**config.mk**
```make
export PLATFORM = sky130hd
export DESIGN_NAME = display_scan_mux
export DESIGN_NICKNAME = d
export VERILOG_FILES = /design/src/rtl/display_scan_mux.sv
export SDC_FILE = /design/constraint.sdc
export NUM_CORES = 1
export LEC_CHECK = 0
export ABC_AREA = 1
export CELL_PAD_IN_SITES_DETAIL_PLACEMENT = 1
export CELL_PAD_IN_SITES_GLOBAL_PLACEMENT = 2
export CORE_ASPECT_RATIO = 2
export CORE_MARGIN = 5
export CORE_UTILIZATION = 28
export CTS_CLUSTER_DIAMETER = 50
export DETAILED_ROUTE_END_ITERATION = 8
export PLACE_DENSITY = 0.79
export SYNTH_ARGS = -nofsm -noshare
export SYNTH_HDL_FRONTEND = slang
export SYNTH_SLANG_ARGS = --single-unit
```
**constraint.sdc**
```tcl
create_clock -name clk -period 2 [get_ports clk]
set_input_delay 0.4 -clock clk [delete_from_list [all_inputs] [get_ports clk]]
set_output_delay 0.4 -clock clk [all_outputs]
set_load 0.01 [all_outputs]
```
**src/rtl/display_scan_mux.sv**
```systemverilog
// Six-digit (parameterizable) multiplexed scan driver for a shared-segment display.
// Each slot is a dark dead time followed by a lit window; digits are snapshotted once per frame.

module display_scan_mux_slot #(
    parameter bit IS_MSD = 1'b0
) (
    input  logic [3:0] value,
    input  logic       blink_en,
    input  logic       blink_phase,
    input  logic       lz_blank,
    output logic       suppress
);
    // Codes above 9 have no decoder entry, so they are kept dark rather than shown as garbage.
    assign suppress = (blink_en && blink_phase)
                    || (IS_MSD && lz_blank && (value == 4'd0))
                    || (value > 4'd9);
endmodule

module display_scan_mux #(
    parameter int NUM_DIGITS   = 6,
    parameter int DWELL_CYCLES = 1000,
    parameter int DEAD_CYCLES  = 16,
    parameter int BLINK_FRAMES = 32
) (
    input  logic                    clk,
    input  logic                    reset,
    input  logic                    enable,
    input  logic [4*NUM_DIGITS-1:0] digits_in,
    input  logic [NUM_DIGITS-1:0]   blink_mask,
    input  logic                    lz_blank,
    output logic [3:0]              digit_data,
    output logic [NUM_DIGITS-1:0]   anode_n,
    output logic [2:0]              digit_index,
    output logic                    frame_start
);
    localparam int CW = (DWELL_CYCLES > 1) ? $clog2(DWELL_CYCLES) : 1;
    localparam int FW = (BLINK_FRAMES > 1) ? $clog2(BLINK_FRAMES) : 1;

    localparam logic [CW-1:0] DEAD_LAST  = CW'(DEAD_CYCLES - 1);
    localparam logic [CW-1:0] DWELL_LAST = CW'(DWELL_CYCLES - 1);
    localparam logic [FW-1:0] FRAME_LAST = FW'(BLINK_FRAMES - 1);
    localparam logic [2:0]    IDX_LAST   = 3'(NUM_DIGITS - 1);

    typedef enum logic [1:0] {
        S_IDLE,
        S_DEAD,
        S_ON
    } state_t;

    state_t                       state, state_nxt;
    logic [CW-1:0]                cnt, cnt_nxt;
    logic [FW-1:0]                frame_cnt, frame_cnt_nxt;
    logic                         blink_phase, blink_phase_nxt;
    logic [NUM_DIGITS-1:0][3:0]   shadow, shadow_nxt;
    logic [NUM_DIGITS-1:0][3:0]   digits_vec;
    logic [NUM_DIGITS-1:0]        suppress;
    logic [NUM_DIGITS-1:0]        anode_nxt;
    logic [2:0]                   idx_nxt, idx_inc;
    logic [3:0]                   data_nxt;
    logic                         frame_start_nxt;

    assign digits_vec = digits_in;
    assign idx_inc    = digit_index + 3'd1;

    // Suppression looks at the frozen snapshot but at the live blink/blank controls.
    genvar gi;
    generate
        for (gi = 0; gi < NUM_DIGITS; gi++) begin : g_slot
            display_scan_mux_slot #(
                .IS_MSD (gi == NUM_DIGITS - 1)
            ) u_slot (
                .value       (shadow[gi]),
                .blink_en    (blink_mask[gi]),
                .blink_phase (blink_phase),
                .lz_blank    (lz_blank),
                .suppress    (suppress[gi])
            );
        end
    endgenerate

    always_ff @(posedge clk) begin
        if (reset) begin
            state       <= S_IDLE;
            cnt         <= '0;
            frame_cnt   <= '0;
            blink_phase <= 1'b0;
            shadow      <= '0;
            digit_index <= '0;
            digit_data  <= '0;
            anode_n     <= '1;
            frame_start <= 1'b0;
        end else begin
            state       <= state_nxt;
            cnt         <= cnt_nxt;
            frame_cnt   <= frame_cnt_nxt;
            blink_phase <= blink_phase_nxt;
            shadow      <= shadow_nxt;
            digit_index <= idx_nxt;
            digit_data  <= data_nxt;
            anode_n     <= anode_nxt;
            frame_start <= frame_start_nxt;
        end
    end

    always_comb begin
        state_nxt       = state;
        cnt_nxt         = cnt;
        frame_cnt_nxt   = frame_cnt;
        blink_phase_nxt = blink_phase;
        shadow_nxt      = shadow;
        idx_nxt         = digit_index;
        data_nxt        = digit_data;
        frame_start_nxt = 1'b0;

        if (!enable) begin
            state_nxt = S_IDLE;
            cnt_nxt   = '0;
            idx_nxt   = '0;
        end else begin
            case (state)
                S_IDLE: begin
                    shadow_nxt      = digits_vec;
                    idx_nxt         = '0;
                    data_nxt        = digits_vec[0];
                    cnt_nxt         = '0;
                    frame_start_nxt = 1'b1;
                    state_nxt       = S_DEAD;
                end
                S_DEAD: begin
                    cnt_nxt = cnt + 1'b1;
                    if (cnt == DEAD_LAST)
                        state_nxt = S_ON;
                end
                S_ON: begin
                    if (cnt == DWELL_LAST) begin
                        cnt_nxt   = '0;
                        state_nxt = S_DEAD;
                        if (digit_index == IDX_LAST) begin
                            // Frame wrap: fresh snapshot and blink bookkeeping.
                            idx_nxt         = '0;
                            shadow_nxt      = digits_vec;
                            data_nxt        = digits_vec[0];
                            frame_start_nxt = 1'b1;
                            if (frame_cnt == FRAME_LAST) begin
                                frame_cnt_nxt   = '0;
                                blink_phase_nxt = ~blink_phase;
                            end else begin
                                frame_cnt_nxt = frame_cnt + 1'b1;
                            end
                        end else begin
                            idx_nxt  = idx_inc;
                            data_nxt = shadow[idx_inc];
                        end
                    end else begin
                        cnt_nxt = cnt + 1'b1;
                    end
                end
                default: state_nxt = S_IDLE;
            endcase
        end

        // The index never changes on an edge that lands in S_ON, so the current one is the lit one.
        anode_nxt = '1;
        if (state_nxt == S_ON && !suppress[digit_index])
            anode_nxt[digit_index] = 1'b0;
    end
endmodule

```
==> impl_results.md <==
- Status: finished clean
- RSZ-0062 raised after global routing: false
- DR DRC count: 0
- Effective utilization at floorplan: 0.282
- CTS tree: done
- Crit path launch: digit_index[0]
- Clock sink total: 56
- Clock Latency Late Sink: 0.30 ns
- Total power: 2.55 mW
- Critical-path cell list: buf_4 -> clkdlybuf4s50_1
- Final setup violation count: 0
- Leakage power: 2.00 nW
- Ant diodes: 0
- Crit. End Element: primary output
- Slew margin rel.: 0.742
- Actual slew at the worst max-slew pin: 0.385 ns
- Remaining antenna violation count after routing: 0
- Top Family by Delay on Critical Path: buffers and inverters
- Mapped Area: around 3200 um2
- Post-Synthesis Cells: 523
- Setup ws final: about 0.14 ns
- Top cells by count, synth: 166 x nand2_1, 109 x inv_1, 73 x nor2_1, 56 x dfxtp_1, 23 x nand3_1
- Number of I/O port buffers: 47
- Fin crit period: 1.86 ns
- Syn Nets: 566
- Die Area: 13,700 um2
- Placed wire-length estimate: roughly 8300 um
- Number of synthesized flops with an enable pin: 0
- Register area share after synthesis: 0.354
- Num CTS Buffers: 5
- CP max stage cell: clkdlybuf4s50_1
- Routed len/inst: 13.5 um
- Clock transition at path regs: approximately 0.07 ns
- Synth unique cells: 24
- Worst hold path class: flop to flop
- DR vias/cell: 4.50
- Setup Slack @ Placement: roughly 0.076 ns
- First-pass GRT wire length: 16,100 um
- Die width: roughly 85 um
- Synth top area share: 0.354
- CP arrival: 1.46 ns
- Ports: between 40 and 50
- Grt total ovfl: 0
- # nets final: between 600 and 700
- Yosys reg bits: 56
- Row cnt: 55
- Largest net degree at the start of global routing: 26
- Peak VDD IR: between 0.3 and 0.4 mV
- Syn Area/Cell: 6.05 um2
- Startpoint types: flop
- Synthesis warning total: 0
- Routability cong.: about 0.82
- Critical path data required time: 1.60 ns
- R2R Path Start: cnt[0]
- Vias after detailed routing: 3,246
- H-tree depth: 2
- Count leader, synth: nand2_1
- Final slew viol count: 0
- Fill count: 1,484
- Max incr delay on CP: 0.58 ns
- Die H: 160 um
- Pwr dens: 631 nW/um2
- Fin util: 0.361
- Setup TNS: 0 ns
- Total Routed Length: 9770 um
- Share of layout cells above drive strength 1: 0.0500
- WS Path Type: flop to primary output
- Ranking of synthesized cells by area: dfxtp_1 35%, nand2_1 20%, inv_1 13%
- Worst Min Path Start: frame_cnt[3]
- Final worst path period share: 0.930
- Core ar.: 11,200 um2
- First DRT Iteration DRCs: ~140
- Syn-to-layout area delta: 27.9%
- Main synth FF type: dfxtp_1
- Worst-path maximum fanout: 11
- Final setup skew: 0.00614 ns
- DRT Pass-1 Iters: 4
- GRT Util Overall: 0.147
- Maxcap violations: 0
- CTS Buffer Depth: 2
- Clk root buf: clkbuf_16
- Final Hold Viols: 0
- Asr flop ratio synth: 0
- Vias in the first global route: around 3,400
- Buf/Inv on CP: 2
- Highest clock rate: 538 MHz
- Area leader, netlist: dfxtp_1
- Initial antenna violation count: 0
## registers in the layout (all words and copies together), names as in the netlist, 2 cells and up
| signal | count |
|---|---|
| anode_n | 6 |
| cnt | 10 |
| digit_data | 4 |
| digit_index | 3 |
| frame_cnt | 5 |
| shadow | 24 |
| state | 2 |
## worst reg2reg max path: stages, from the launching register on
cell	delay (ns)
dfxtp_1	0.38
ha_1	0.21
nand2_1	0.09
nor2_1	0.10
nand3_1	0.11
nand2_2	0.12
nand2_1	0.12
nand2_1	0.11
nand2_1	0.09
nand2_1	0.24
nor2_1	0.09
## worst paths after layout
path	endpoint	slack, ns	depth (start not counted)
worst max-delay path	digit_index[0]	0.14	2
worst min-delay path	frame_cnt[3]	0.47	2
worst max register to register	cnt[8]	0.22	10
worst min register to register	frame_cnt[3]	0.47	2
## final cells by class
cell class / instances / area (um2) / share of cell area
Inverter: 111 / 418 / 0.103
Clock buffer: 5 / 125 / 0.0309
Timing Repair Buffer: 61 / 601 / 0.148
Tap cell: 142 / 178 / 0.0439
Multi-Input combinational cell: 344 / 1560 / 0.386
Clock inverter: 3 / 42.5 / 0.0105
Sequential cell: 56 / 1120 / 0.277
## stage by stage
| stage | cell area (um2) | std cells | hold slack [ns] |
|---|---|---|---|
| final | 4050 | 722 | 0.466 |
| after global routing | 4050 | 722 | 0.506 |
| after CTS | 4020 | 720 | 0.475 |
| after detailed placement | 3850 | 712 | 0.465 |
| after global placement | 3850 | 712 | 0.451 |
| after floorplan | 3160 | 523 | 0.445 |
## cells by family (layout without fill, tap and decap cells)
family | after synthesis | in the layout | share of synthesized area
adder cells (fa/ha/maj) | 9 | 9 | 0.0356
AND/OR/NAND/NOR | 287 | 287 | 0.374
XOR/XNOR | 3 | 3 | 0.00831
buffers and inverters | 123 | 180 | 0.153
flip-flops | 56 | 56 | 0.354
AO/OA/AOI/OAI | 45 | 45 | 0.0748
## power breakdown
| part | internal, mW | switching [mW] |
|---|---|---|
| clock | 0.589 | 0.412 |
| sequential | 1.16 | 0.0272 |
| combinational | 0.166 | 0.197 |
## timing repair
item / in CTS / in global routing
gates resized for setup: 0 / 1
endpoints found under the setup margin: 0 / 24
buffers inserted: 0 / 2
hold buffers: 0 / 0
## routing by layer
metal  track usage  share of wire  vias up
li1              -              -     1672
met1         0.127           0.32     1502
met2         0.312           0.62       50
met3        0.0159          0.024       22
met4        0.0692          0.038        0
met5             0              0        -
## cell usage in the layout, fill, tap and decap left out, drive strengths merged, types with 6 or more instances in the layout
master,n
a21oi,21
buf,14
clkdlybuf4s50,47
dfxtp,56
ha,9
inv,109
nand2,169
nand3,24
nand4,11
nor2,74
nor3,6
o21ai,19
Power figures use the tool's default switching activity.
